==> src/rtl/alu_ctrl_pkg.sv <==
// rtl/alu_ctrl_pkg.sv - shared constants, control codes and FSM encoding for the ALU-control sequencer
package alu_ctrl_pkg;
  localparam logic [2:0] ALUOP_RTYPE = 3'b111;

  localparam logic [5:0] FUNCT_OP2 = 6'b000010;
  localparam logic [5:0] FUNCT_OP3 = 6'b000011;
  localparam logic [5:0] FUNCT_OP5 = 6'b000101;
  localparam logic [5:0] FUNCT_OP7 = 6'b000111;
  localparam logic [5:0] FUNCT_MULT_DEF = 6'b011000;
  localparam logic [5:0] FUNCT_DIV_DEF  = 6'b011010;

  localparam logic [2:0] CTR_OP2     = 3'b101;
  localparam logic [2:0] CTR_OP3     = 3'b110;
  localparam logic [2:0] CTR_OP5     = 3'b001;
  localparam logic [2:0] CTR_OP7     = 3'b100;
  localparam logic [2:0] CTR_DEFAULT = 3'b000;
  localparam logic [2:0] CTR_MD      = 3'b111;

  typedef enum logic [1:0] {
    ST_IDLE  = 2'd0,
    ST_START = 2'd1,
    ST_RUN   = 2'd2,
    ST_DONE  = 2'd3
  } state_t;
endpackage

==> src/rtl/alu_ctr_decode.sv <==
// rtl/alu_ctr_decode.sv - combinational ALUop/funct table producing alu_ctr and mul/div flags
module alu_ctr_decode
  import alu_ctrl_pkg::*;
#(
  parameter logic [5:0] FUNCT_MULT = FUNCT_MULT_DEF,
  parameter logic [5:0] FUNCT_DIV  = FUNCT_DIV_DEF
) (
  input  logic [2:0] alu_op,
  input  logic [5:0] funct,
  output logic [2:0] ctr,
  output logic       is_md,
  output logic       is_div
);
  logic is_r;

  always_comb begin
    is_r   = (alu_op == ALUOP_RTYPE);
    is_md  = is_r && ((funct == FUNCT_MULT) || (funct == FUNCT_DIV));
    is_div = is_r && (funct == FUNCT_DIV);
    ctr    = alu_op;
    if (is_md) begin
      ctr = CTR_MD;
    end else if (is_r) begin
      case (funct)
        FUNCT_OP2: ctr = CTR_OP2;
        FUNCT_OP3: ctr = CTR_OP3;
        FUNCT_OP5: ctr = CTR_OP5;
        FUNCT_OP7: ctr = CTR_OP7;
        default:   ctr = CTR_DEFAULT;
      endcase
    end
  end
endmodule

==> src/rtl/alu_control_seq.sv <==
// rtl/alu_control_seq.sv - registered ALU-control decode with a start/step/done sequencer for mul/div
module alu_control_seq
  import alu_ctrl_pkg::*;
#(
  parameter int         MUL_CYCLES = 32,
  parameter int         DIV_CYCLES = 33,
  parameter logic [5:0] FUNCT_MULT = FUNCT_MULT_DEF,
  parameter logic [5:0] FUNCT_DIV  = FUNCT_DIV_DEF
) (
  input  logic       clk,
  input  logic       reset,
  input  logic       op_valid,
  output logic       op_ready,
  input  logic [2:0] ALUop,
  input  logic [5:0] function_code,
  input  logic       flush,
  output logic [2:0] alu_ctr,
  output logic       alu_ctr_valid,
  output logic       md_start,
  output logic       md_step,
  output logic       md_done,
  output logic       md_is_div,
  output logic       busy
);
  localparam int MAX_CYCLES = (MUL_CYCLES > DIV_CYCLES) ? MUL_CYCLES : DIV_CYCLES;
  localparam int CNT_W = $clog2(MAX_CYCLES) + 1;
  localparam logic [CNT_W-1:0] MUL_LOAD = CNT_W'(MUL_CYCLES - 1);
  localparam logic [CNT_W-1:0] DIV_LOAD = CNT_W'(DIV_CYCLES - 1);

  state_t           state, state_nxt;
  logic [CNT_W-1:0] cnt;
  logic [2:0]       dec_ctr;
  logic             dec_md, dec_div;
  logic             accept;

  alu_ctr_decode #(.FUNCT_MULT(FUNCT_MULT), .FUNCT_DIV(FUNCT_DIV)) u_decode (
    .alu_op (ALUop),
    .funct  (function_code),
    .ctr    (dec_ctr),
    .is_md  (dec_md),
    .is_div (dec_div)
  );

  // An op presented alongside flush belongs to the squashed path and is dropped.
  assign accept = op_valid && op_ready && !flush;

  always_ff @(posedge clk) begin
    if (reset) state <= ST_IDLE;
    else       state <= state_nxt;
  end

  always_comb begin
    state_nxt = state;
    if (flush) begin
      state_nxt = ST_IDLE;
    end else begin
      case (state)
        ST_IDLE, ST_DONE: state_nxt = (accept && dec_md) ? ST_START : ST_IDLE;
        ST_START:         state_nxt = ST_RUN;
        ST_RUN:           state_nxt = (cnt == '0) ? ST_DONE : ST_RUN;
        default:          state_nxt = ST_IDLE;
      endcase
    end
  end

  // Strobes are forced low while reset is asserted, even mid-operation.
  always_comb begin
    md_start = !reset && (state == ST_START);
    md_step  = !reset && (state == ST_RUN);
    md_done  = !reset && (state == ST_DONE);
    busy     = !reset && ((state == ST_START) || (state == ST_RUN));
    op_ready = !reset && ((state == ST_IDLE) || (state == ST_DONE));
  end

  always_ff @(posedge clk) begin
    if (reset) begin
      cnt           <= '0;
      alu_ctr       <= CTR_DEFAULT;
      alu_ctr_valid <= 1'b0;
      md_is_div     <= 1'b0;
    end else begin
      alu_ctr_valid <= 1'b0;
      if (!flush) begin
        if (accept) begin
          alu_ctr       <= dec_ctr;
          alu_ctr_valid <= !dec_md;
          if (dec_md) md_is_div <= dec_div;
        end
        if (state == ST_START)                cnt <= md_is_div ? DIV_LOAD : MUL_LOAD;
        else if (state == ST_RUN && cnt != '0) cnt <= cnt - CNT_W'(1);
      end
    end
  end
endmodule
==> config.mk <==
export PLATFORM = sky130hd
export DESIGN_NAME = alu_control_seq
export DESIGN_NICKNAME = d
export VERILOG_FILES = /design/src/rtl/alu_ctrl_pkg.sv /design/src/rtl/alu_ctr_decode.sv /design/src/rtl/alu_control_seq.sv
export SDC_FILE = /design/constraint.sdc
export NUM_CORES = 1
export LEC_CHECK = 0
export BUFFER_PORTS_ARGS = -buffer_cell sky130_fd_sc_hd__buf_4
export CAP_MARGIN = 15
export CORE_AREA = 2 2 48 50
export DETAILED_ROUTE_END_ITERATION = 8
export DIE_AREA = 0 0 50 52
export GPL_ROUTABILITY_DRIVEN = 0
export PLACE_DENSITY = 0.71
export SYNTH_ARGS = -nofsm -noshare
export SYNTH_HDL_FRONTEND = slang
export SYNTH_HIERARCHICAL = 1
export SYNTH_SLANG_ARGS = --single-unit
==> constraint.sdc <==
create_clock -name clk -period 1.6 [get_ports clk]
set_input_delay 0.16 -clock clk [delete_from_list [all_inputs] [get_ports clk]]
set_output_delay 0.16 -clock clk [all_outputs]
set_load 0.02 [all_outputs]
-- After elaboration in Yosys (flattened, before gate mapping)
Index checks and enable logic that the tools add are counted.
- bits of input ports: 13
- logic and storage cells: 54
- register bits after elaboration: 14
- output and inout bits: 10
- equality and inequality tests: 10
- add/sub/neg operators: 1
- multiplexer cells: 9
- reductions and logical operators: 27
- bitwise gates (word level): 2
- operators by type and width (operator ; count):
    $mux 7 ; 2
    $eq 6x2->1 const B ; 2
    $eq 6x3->1 const B ; 2
    $eq 6x5->1 const B ; 2
    $pmux 3 s4 ; 1
    $logic_and 1x1->1 ; 11
    $logic_not 7->1 ; 1
    $reduce_bool 7->1 ; 1
    $sub 7x1->7 const B ; 1
    $mux 3 ; 2
    $mux 6 ; 1
    $pmux 2 s3 ; 1
    $eq 2x2->1 const B ; 2
    $reduce_and 2->1 ; 2
    $reduce_or 2->1 ; 2
    $eq 3x3->1 const B ; 1
    $logic_not 1->1 ; 3
    $logic_or 1x1->1 ; 3
    $reduce_and 3->1 ; 1
    $reduce_or 3->1 ; 1
    $eq 2x1->1 const B ; 1
    $logic_not 2->1 ; 1
    $mux 1 ; 2
    $not 1->1 ; 2
    $reduce_bool 2->1 ; 1

-- Depth between registers and ports, before layout
Gate-level depths: netlist of run 1.
- word-level depth: 8
- gate-level depth with buffers: 7
- mapped depth without buffers: 6

-- Modules after synthesis
Netlist of run 1, hierarchy kept.
- modules (own cells, without submodules) (module ; cells each ; area each (µm²) ; times used ; sequential area each (µm²)):
    alu_control_seq ; 99 ; 795.8 ; 1 ; 280.3
    alu_ctr_decode ; 18 ; 123.9 ; 1 ; 0.0

-- Worst setup path after synthesis of run 1
Ideal clock, no wire load.
- path kind: register to register
- from: register cnt[0]
- to: register cnt[4]
- path buffers: 0
- cell stages (with the launch flop): 7
- data required time: 1514 ps
- arrival time: 1470 ps
- setup slack: 44 ps
- clock period less this slack: 1556 ps
- library setup time: 86 ps
- cell sequence: dfxtp_1 > inv_1 > ha_1 > or4b_4 > a211oi_2 > o32ai_1 > a211oi_1
- longest elaborated chain between the ends: 4
- elaborated cells between the ends (all ways): 7
- classes of those cells: add/sub: 1; mux: 2; reduce/logical: 4
- ends and longest elaborated chain (item ; RTL line ; text):
    start, declared ; alu_control_seq.sv:31 ; logic [CNT_W-1:0] cnt;
    start signal, assigned ; alu_control_seq.sv:89 ; if (state == ST_START) cnt <= md_is_div ? DIV_LOAD : MUL_LOAD;
    start signal, assigned ; alu_control_seq.sv:90 ; else if (state == ST_RUN && cnt != '0) cnt <= cnt - CNT_W'(1);
    parallel branches: the longest is 4 deep, another holds $sub 7x1->7 ; n/a ;
Several ways; the timed one is not identified. The select of a mux whose other input is x is not followed.
A chain may end at the register's enable or synchronous reset.

-- Worst setup path in the final report of run 1
Ends and elaborated chain as after synthesis.

==> summary.md, run 1 <==
| Metric | Value |
|---|---|
| Sequential Area | `283 sq um` |
| Layout cells sized above 1 | `32.2%` |
| Overall power | `a little under 700 uW` |
| ANT nets after route | `0` |
| Hold Path End | `state[1]` |
| Leading area contributor after synthesis | `dfxtp_1` |
| ANT cells | `0` |
| Status | `finished, violations left` |
| P_int | `535 uW` |
| Wire length per cell | `12.4 microns` |
| Final setup viols | `2` |
| DPL Wire Length | `1630 microns` |
| Most used flip-flop cell after synthesis | `dfxtp_1` |
| Worst-Skew Late Latency | `0.28 ns` |
| Non-Filler Instances | `171` |
| Slew of the pin with the lowest slew margin | `0.381 ns` |
| Combinational Power Share | `between 10% and 20%` |
| Final Max Tran Viols | `0` |
| Yosys warning total | `6` |
| DRT Pass-1 Iters | `6` |
| CP startpoint kind | `flop` |
| DIE AREA | `roughly 2600 sq um` |
| Syn nets | `approximately 140` |
| Core area | `between 2000 and 2500 sq um` |
| TritonCTS clock tree | `done` |
| Maxcap violations | `0` |
| PD cells | `approximately 570 nW/um^2` |
| Post-synth cell types | `38` |
| Grt total ovfl | `0` |
| Switching Fraction | `22.4%` |
| Die X | `50 microns` |
| P&R area growth vs syn | `32.4%` |
| Sequential share of the synthesized area | `30.5%` |
| H-Tree Depth | `1` |
| Pin count of the biggest net entering global routing | `18` |
| Number of flops mapped to enable cells by yosys | `0` |
| DR vias/cell | `5.63` |
| Initial antenna violation count | `0` |
| Slew headroom | `74.4%` |
| Finished Core Util | `57.8%` |
| Leak Pwr | `between 0.5 and 0.6 nW` |
| Longest Clk Path Bufs | `2` |
| Layout fillers | `~200` |
| Hold depth | `2` |
| Final wirelength | `2130 microns` |
| Critical Path Sink Type | `flop` |
| VDD IR-drop max | `0.369 mV` |
| Via count | `about 960` |
| Mapped Avg Cell Area | `7.86 sq um` |
| Worst r2r dst | `cnt[4]` |
| Most common cell in the netlist | `nand2_1` |
| Post-CTS setup buffer count | `0` |
| Hold slack | `approximately 0.15 ns` |
| Synth cell count leaders | `nand2_1, dfxtp_1, inv_1, nor2_1` |
| Max Clock Skew | `0.00196 ns` |
| Die Ht | `approximately 52 microns` |
| Global Route Usage Sum | `17.7%` |
| Starting density of the core | `43.7%` |
| CTS buffer count | `3` |
| Async SR Flop Fraction | `0%` |
| Vias in the first global route | `~900` |
| RSZ-0062 raised after global routing | `yes` |
| PortBufs | `22` |
| First-pass GRT wire length | `approximately 3500 microns` |
| Clock share of power | `36.0%` |
| Critical path arrival | `1.84 ns` |
| Sequential group share of total power | `51.6%` |
| Final worst-path cycle share | `103%` |
| Cells after synthesis | `roughly 120` |
| CTS Sinks | `14` |
| Reg2reg start | `cnt[0]` |
| Hold Vio Cnt, Final | `0` |
| Period minus WS final | `1.64 ns` |
| Post-synthesis cell area | `920 sq um` |
| DRT iter0 DRCs | `8` |
| Final Worst Setup Slack | `-0.0439 ns` |
| Kind of critical path | `flop to flop` |
| Failing checks | `negative setup slack` |
| Sw power | `around 150 uW` |
| Top cell type's share of synthesized area | `30.5%` |
| Cell Rows | `17` |
| Multi-input logic area | `634 sq um` |
| Placed Instances | `about 170` |
| Max Fclk | `608 MHz` |
| Worst hold path type | `input pin to flop` |
| CTS clk-pin slew, worst paths | `0.08 ns` |
| Ports | `23` |
| Final nets | `162` |
| Synth area leaders | `dfxtp_1, nand2_1, ha_1, nor2b_1, a21oi_1` |
| # hold bufs at CTS | `0` |
| Post-synthesis register bit count | `14` |
| R2R Setup Slk | `-0.04 ns` |
| Clock root buffer | `clkbuf_4` |
| DRC Markers | `0` |
| R2R depth | `6` |
| Worst EP required | `1.80 ns` |
| Hold_sp | `flush` |
| Top fanout value on the critical path | `2` |
-- critical path, stage by stage (launching register included) --
cell and delay (ns):
dfxtp_2 0.33, inv_2 0.07, ha_4 0.13, or4b_4 0.49
a211oi_4 0.26, o32ai_2 0.13, a211oi_1 0.15
-- layout by cell type (no fill, tap or decap), types with 2 or more instances in the layout --
cell and instances:
nand3_1 6, buf_4 27, a21oi_1 6, o31a_1 3, nor2_1 7, dfxtp_2 2, o21ai_0 6, nand2b_1 3
ha_2 2, dfxtp_1 12, nand2_1 18, inv_2 2, ha_1 2, inv_1 5, clkbuf_4 3, a211oi_1 2
nor3_1 3, nor2b_1 6, and3_1 3
-- state kept, by name, summed over array words and instances (netlist names) --
| name | flops |
|---|---|
| md_is_div | 1 |
| cnt | 7 |
| alu_ctr_valid | 1 |
| state | 2 |
| alu_ctr | 3 |
-- cell type report --
| type | count | area share [%] |
|---|---|---|
| sequential | 14 | 23.2 |
| multi-input combinational | 91 | 52.1 |
| tap | 28 | 2.88 |
| timing repair buffer | 27 | 16.6 |
| clock buffer | 4 | 2.98 |
| inverter | 7 | 2.16 |
-- worst max path at each step --
stage	depth (start not counted)	end	start
finish	6	cnt[4]	cnt[0]
detailed placement	6	cnt[4]	cnt[1]
global placement	6	cnt[4]	cnt[1]
floorplan	6	cnt[4]	cnt[0]
global route	6	cnt[4]	cnt[0]
CTS	6	cnt[4]	cnt[1]
-- metrics by stage --
step / TNS, ns / worst slack (ns) / instance area [sq um]
global route: -0.226 / -0.108 / 1220
detailed placement: 0 / 0.00180 / 1130
finish: -0.0473 / -0.0439 / 1220
global placement: 0 / 0.0764 / 1130
CTS: -0.0192 / -0.0192 / 1170
floorplan: 0 / 0.0440 / 920
-- what timing repair did --
action                                  4_1_cts  5_1_grt
endpoints found under the hold margin         0        0
pin swaps                                     0        4
endpoints found under the setup margin        1        9
gates resized for setup                       0       13
-- per-layer routing --
metal  GRT usage, %  part of all wire, %  vias up
li1               -                    -      465
met1           17.9                   41      465
met2           33.8                   52       29
met3           3.16                  4.8        4
met4           10.2                  1.7        0
met5              0                    0        -
-- power groups by stage --
stage	clock network (mW)	registers [mW]	logic [mW]
after detailed placement	0	0.363	0.0853
after global routing	0.277	0.356	0.0939
after floorplan	0	0.369	0.0388
after CTS	0.257	0.355	0.0853
after global placement	0	0.363	0.0826
final	0.248	0.355	0.0856
-- cell families (layout without fill, tap and decap cells) --
group           count (synthesis)  count (layout)  share of synthesized area [%]
compound gates                 27              27                           20.3
xor+xnor                        1               1                          0.953
fa+ha+maj                       5               5                           6.80
buf+inv                        12              38                           5.71
flops                          14              14                           30.5
mux                             1               1                           1.09
simple gates                   57              57                           34.7
Note: power is estimated with default switching activity, not from simulation.
==> run 2: changes to the inputs <==
--- a/config.mk
+++ b/config.mk
@@ -5,13 +5,15 @@
 export SDC_FILE = /design/constraint.sdc
 export NUM_CORES = 1
 export LEC_CHECK = 0
-export BUFFER_PORTS_ARGS = -buffer_cell sky130_fd_sc_hd__buf_4
+export BUFFER_PORTS_ARGS = -buffer_cell sky130_fd_sc_hd__buf_2
 export CAP_MARGIN = 15
 export CORE_AREA = 2 2 48 50
+export CTS_CLUSTER_SIZE = 16
 export DETAILED_ROUTE_END_ITERATION = 8
 export DIE_AREA = 0 0 50 52
 export GPL_ROUTABILITY_DRIVEN = 0
 export PLACE_DENSITY = 0.71
+export SKIP_LAST_GASP = 1
 export SYNTH_ARGS = -nofsm -noshare
 export SYNTH_HDL_FRONTEND = slang
 export SYNTH_HIERARCHICAL = 1
==> run 2 against run 1 <==
Against the previous run: the run now ends clean; first-iteration DRC count grew to 2.8 times the previous value; die area unchanged; fmax grew 2.8%; global-route usage grew 0.71 points; core utilization decreased by 0.42 points; routed wire length is 5.8% higher; setup slack improved by 0.044 ns; critical path depth did not move.
==> summary.md, run 2 (synthesized netlist as in run 1, its figures left out) <==
| Metric | Value |
|---|---|
| TritonCTS clock tree | `done` |
| Worst-Skew Late Latency | `0.29 ns (about the same)` |
| R2R depth | `6 (unchanged)` |
| Maxcap violations | `0 (unchanged)` |
| Status | `finished clean` |
| Commonest non-fill, non-tap cells in the layout | `buf_2, nand2_1, dfxtp_1` |
| Pin count of the biggest net entering global routing | `18 (unchanged)` |
| # hold bufs at CTS | `0 (unchanged)` |
| ANT cells | `0 (unchanged)` |
| Worst r2r dst | `cnt[4]` |
| DRT Pass-1 Iters | `4 (-2)` |
| P&R area growth vs syn | `31.4%` |
| Overall power | `701 uW (+1.8%)` |
| Cell Rows | `17 (unchanged)` |
| PortBufs | `22 (unchanged)` |
| Starting density of the core | `43.7% (unchanged)` |
| Critical path arrival | `1.82 ns (-0.02 ns)` |
| Slowest cell on crit path | `or4b_4` |
| H-Tree Depth | `1 (unchanged)` |
| Ports | `23 (unchanged)` |
| Biggest register | `cnt` |
| Wire length per cell | `12.7 microns (+2.2%)` |
| Non-Filler Instances | `177 (+3.5%)` |
| Max reg flops | `7 (unchanged)` |
| Worst EP required | `1.82 ns (+0.02 ns)` |
| CTS Sinks | `14 (unchanged)` |
| Biggest registers after layout | `cnt x7, alu_ctr x3, state x2` |
| PD cells | `580 nW/um^2 (+2.5%)` |
| Kind of critical path | `flop to flop` |
| Hold Path End | `alu_ctr[0]` |
| CP top delay family | `compound AO/OA/AOI/OAI gates` |
| Die Ht | `52 microns (unchanged)` |
| Hold_sp | `ALUop[0]` |
| Longest Clk Path Bufs | `2 (unchanged)` |
| Vias in the first global route | `854 (-3.1%)` |
| Initial antenna violation count | `0 (unchanged)` |
| CP startpoint kind | `flop` |
| Slew of the pin with the lowest slew margin | `0.458 ns (+0.0768 ns)` |
| Grt total ovfl | `0 (unchanged)` |
| Worst hold path type | `input pin to flop` |
| CTS buffer count | `3 (unchanged)` |
| Setup WS pre-CTS | `-0.0291 ns (-0.0309 ns)` |
| DPL Wire Length | `1600 microns (-1.8%)` |
| Hold Vio Cnt, Final | `0 (unchanged)` |
| CP peak stage delay | `0.48 ns (about the same)` |
| Core area | `2110 sq um (unchanged)` |
| Via count | `972 (+0.93%)` |
| Most common cell after layout, fill and taps aside | `buf_2` |
| ANT nets after route | `0 (unchanged)` |
| DR vias/cell | `5.49 (-2.5%)` |
| Max Fclk | `625 MHz (+2.8%)` |
| Final Max Tran Viols | `0 (unchanged)` |
| CTS clk-pin slew, worst paths | `0.09 ns (about the same)` |
| Hold depth | `4 (+2)` |
| Critical Path Sink Type | `flop` |
| Final wirelength | `2250 microns (+5.8%)` |
| Reg2reg start | `cnt[0]` |
| Final worst-path cycle share | `100% (-2.8 points)` |
| Period minus WS final | `1.60 ns (-0.0444 ns)` |
| Design Area, Final | `1210 sq um (-0.72%)` |
| Placed Area | `1080 sq um (-4.9%)` |
| DRC Markers | `0 (unchanged)` |
| Slew headroom | `69.2% (-5.2 points)` |
| Top fanout value on the critical path | `2 (unchanged)` |
| Final Worst Setup Slack | `0.000457 ns (+0.0444 ns)` |
| Clock root buffer | `clkbuf_4` |
| Layout fillers | `192 (-3.5%)` |
| R2R Setup Slk | `0.0005 ns (+0.04 ns)` |
| DIE AREA | `2600 sq um (unchanged)` |
| Finished Core Util | `57.4% (-0.42 points)` |
| Die X | `50 microns (unchanged)` |
| Global Route Usage Sum | `18.4% (+0.71 points)` |
| First-pass GRT wire length | `3640 microns (+4.2%)` |
| CP cell instances | `inv_2 -> ha_4 -> or4b_4 -> a211oi_4 -> o32ai_2 -> a211oi_2` |
| RSZ-0062 raised after global routing | `yes` |
| Max Clock Skew | `0.00205 ns (+0.0000906 ns)` |
| VDD IR-drop max | `0.471 mV (+28%)` |
| DRT iter0 DRCs | `22 (+14)` |
| Final setup viols | `0 (-2)` |
| Leak Pwr | `0.529 nW (+3.6%)` |
| Final nets | `168 (+3.7%)` |
| WP buf/inv | `1 (unchanged)` |
| Layout cells sized above 1 | `34.2% (+2.1 points)` |
| Placed Instances | `167 (unchanged)` |
==> run 2: repair_timing <==
action | in CTS | in global routing
setup buffers | 3 | 3
endpoints found under the hold margin | 0 | 0
gates resized for setup | 6 | 6
pin swaps | 4 | 5
endpoints found under the setup margin | 1 | 6
==> run 2: worst max-delay path by stage <==
stage,start,endpoint,cells past startpoint
3_3_place_gp,cnt[1],cnt[4],6
2_1_floorplan,cnt[0],cnt[4],6
3_5_place_dp,cnt[1],cnt[4],6
4_1_cts,cnt[1],cnt[4],6
5_1_grt,cnt[0],cnt[4],6
6_report,cnt[0],cnt[4],6
==> run 2: worst reg2reg max path, cell delays in order, from the launching register on <==
cell and delay [ns]:
dfxtp_2 0.33, inv_2 0.07, ha_4 0.13, or4b_4 0.48
a211oi_4 0.21, o32ai_2 0.11, a211oi_2 0.19
==> run 2: per-stage QoR <==
step	setup TNS, ns	hold WS, ns
floorplan	0	0.363
global placement	0	0.450
detailed placement	-0.0291	0.459
CTS	-0.00593	0.231
global route	-0.0773	0.242
finish	0	0.234
==> run 2: area by class of cell <==
class / count / area (sq um) / share of cell area [%]
repair buffers: 33 / 193 / 15.9
well taps: 28 / 35.0 / 2.90
flip-flops and latches: 14 / 283 / 23.4
multi-input cells: 91 / 636 / 52.6
clock buffers: 4 / 36.3 / 3.00
inverters: 7 / 26.3 / 2.17
==> run 2: per-layer routing <==
| layer | routed length (microns) | up-vias | global-route usage, % | share of wire [%] |
|---|---|---|---|---|
| met5 | 0 | - | 0 | 0 |
| met4 | 31 | 0 | 8.33 | 1.4 |
| met3 | 114 | 4 | 3.45 | 5.1 |
| met2 | 1130 | 28 | 32.9 | 50 |
| met1 | 971 | 463 | 21.2 | 43 |
| li1 | - | 477 | - | - |
==> run 2: power breakdown <==
part           leakage (nW)  switching [mW]  internal (mW)  total, mW
clock network        0.0210           0.128          0.139      0.267
logic                 0.394          0.0437         0.0349     0.0786
registers             0.114         0.00219          0.353      0.355
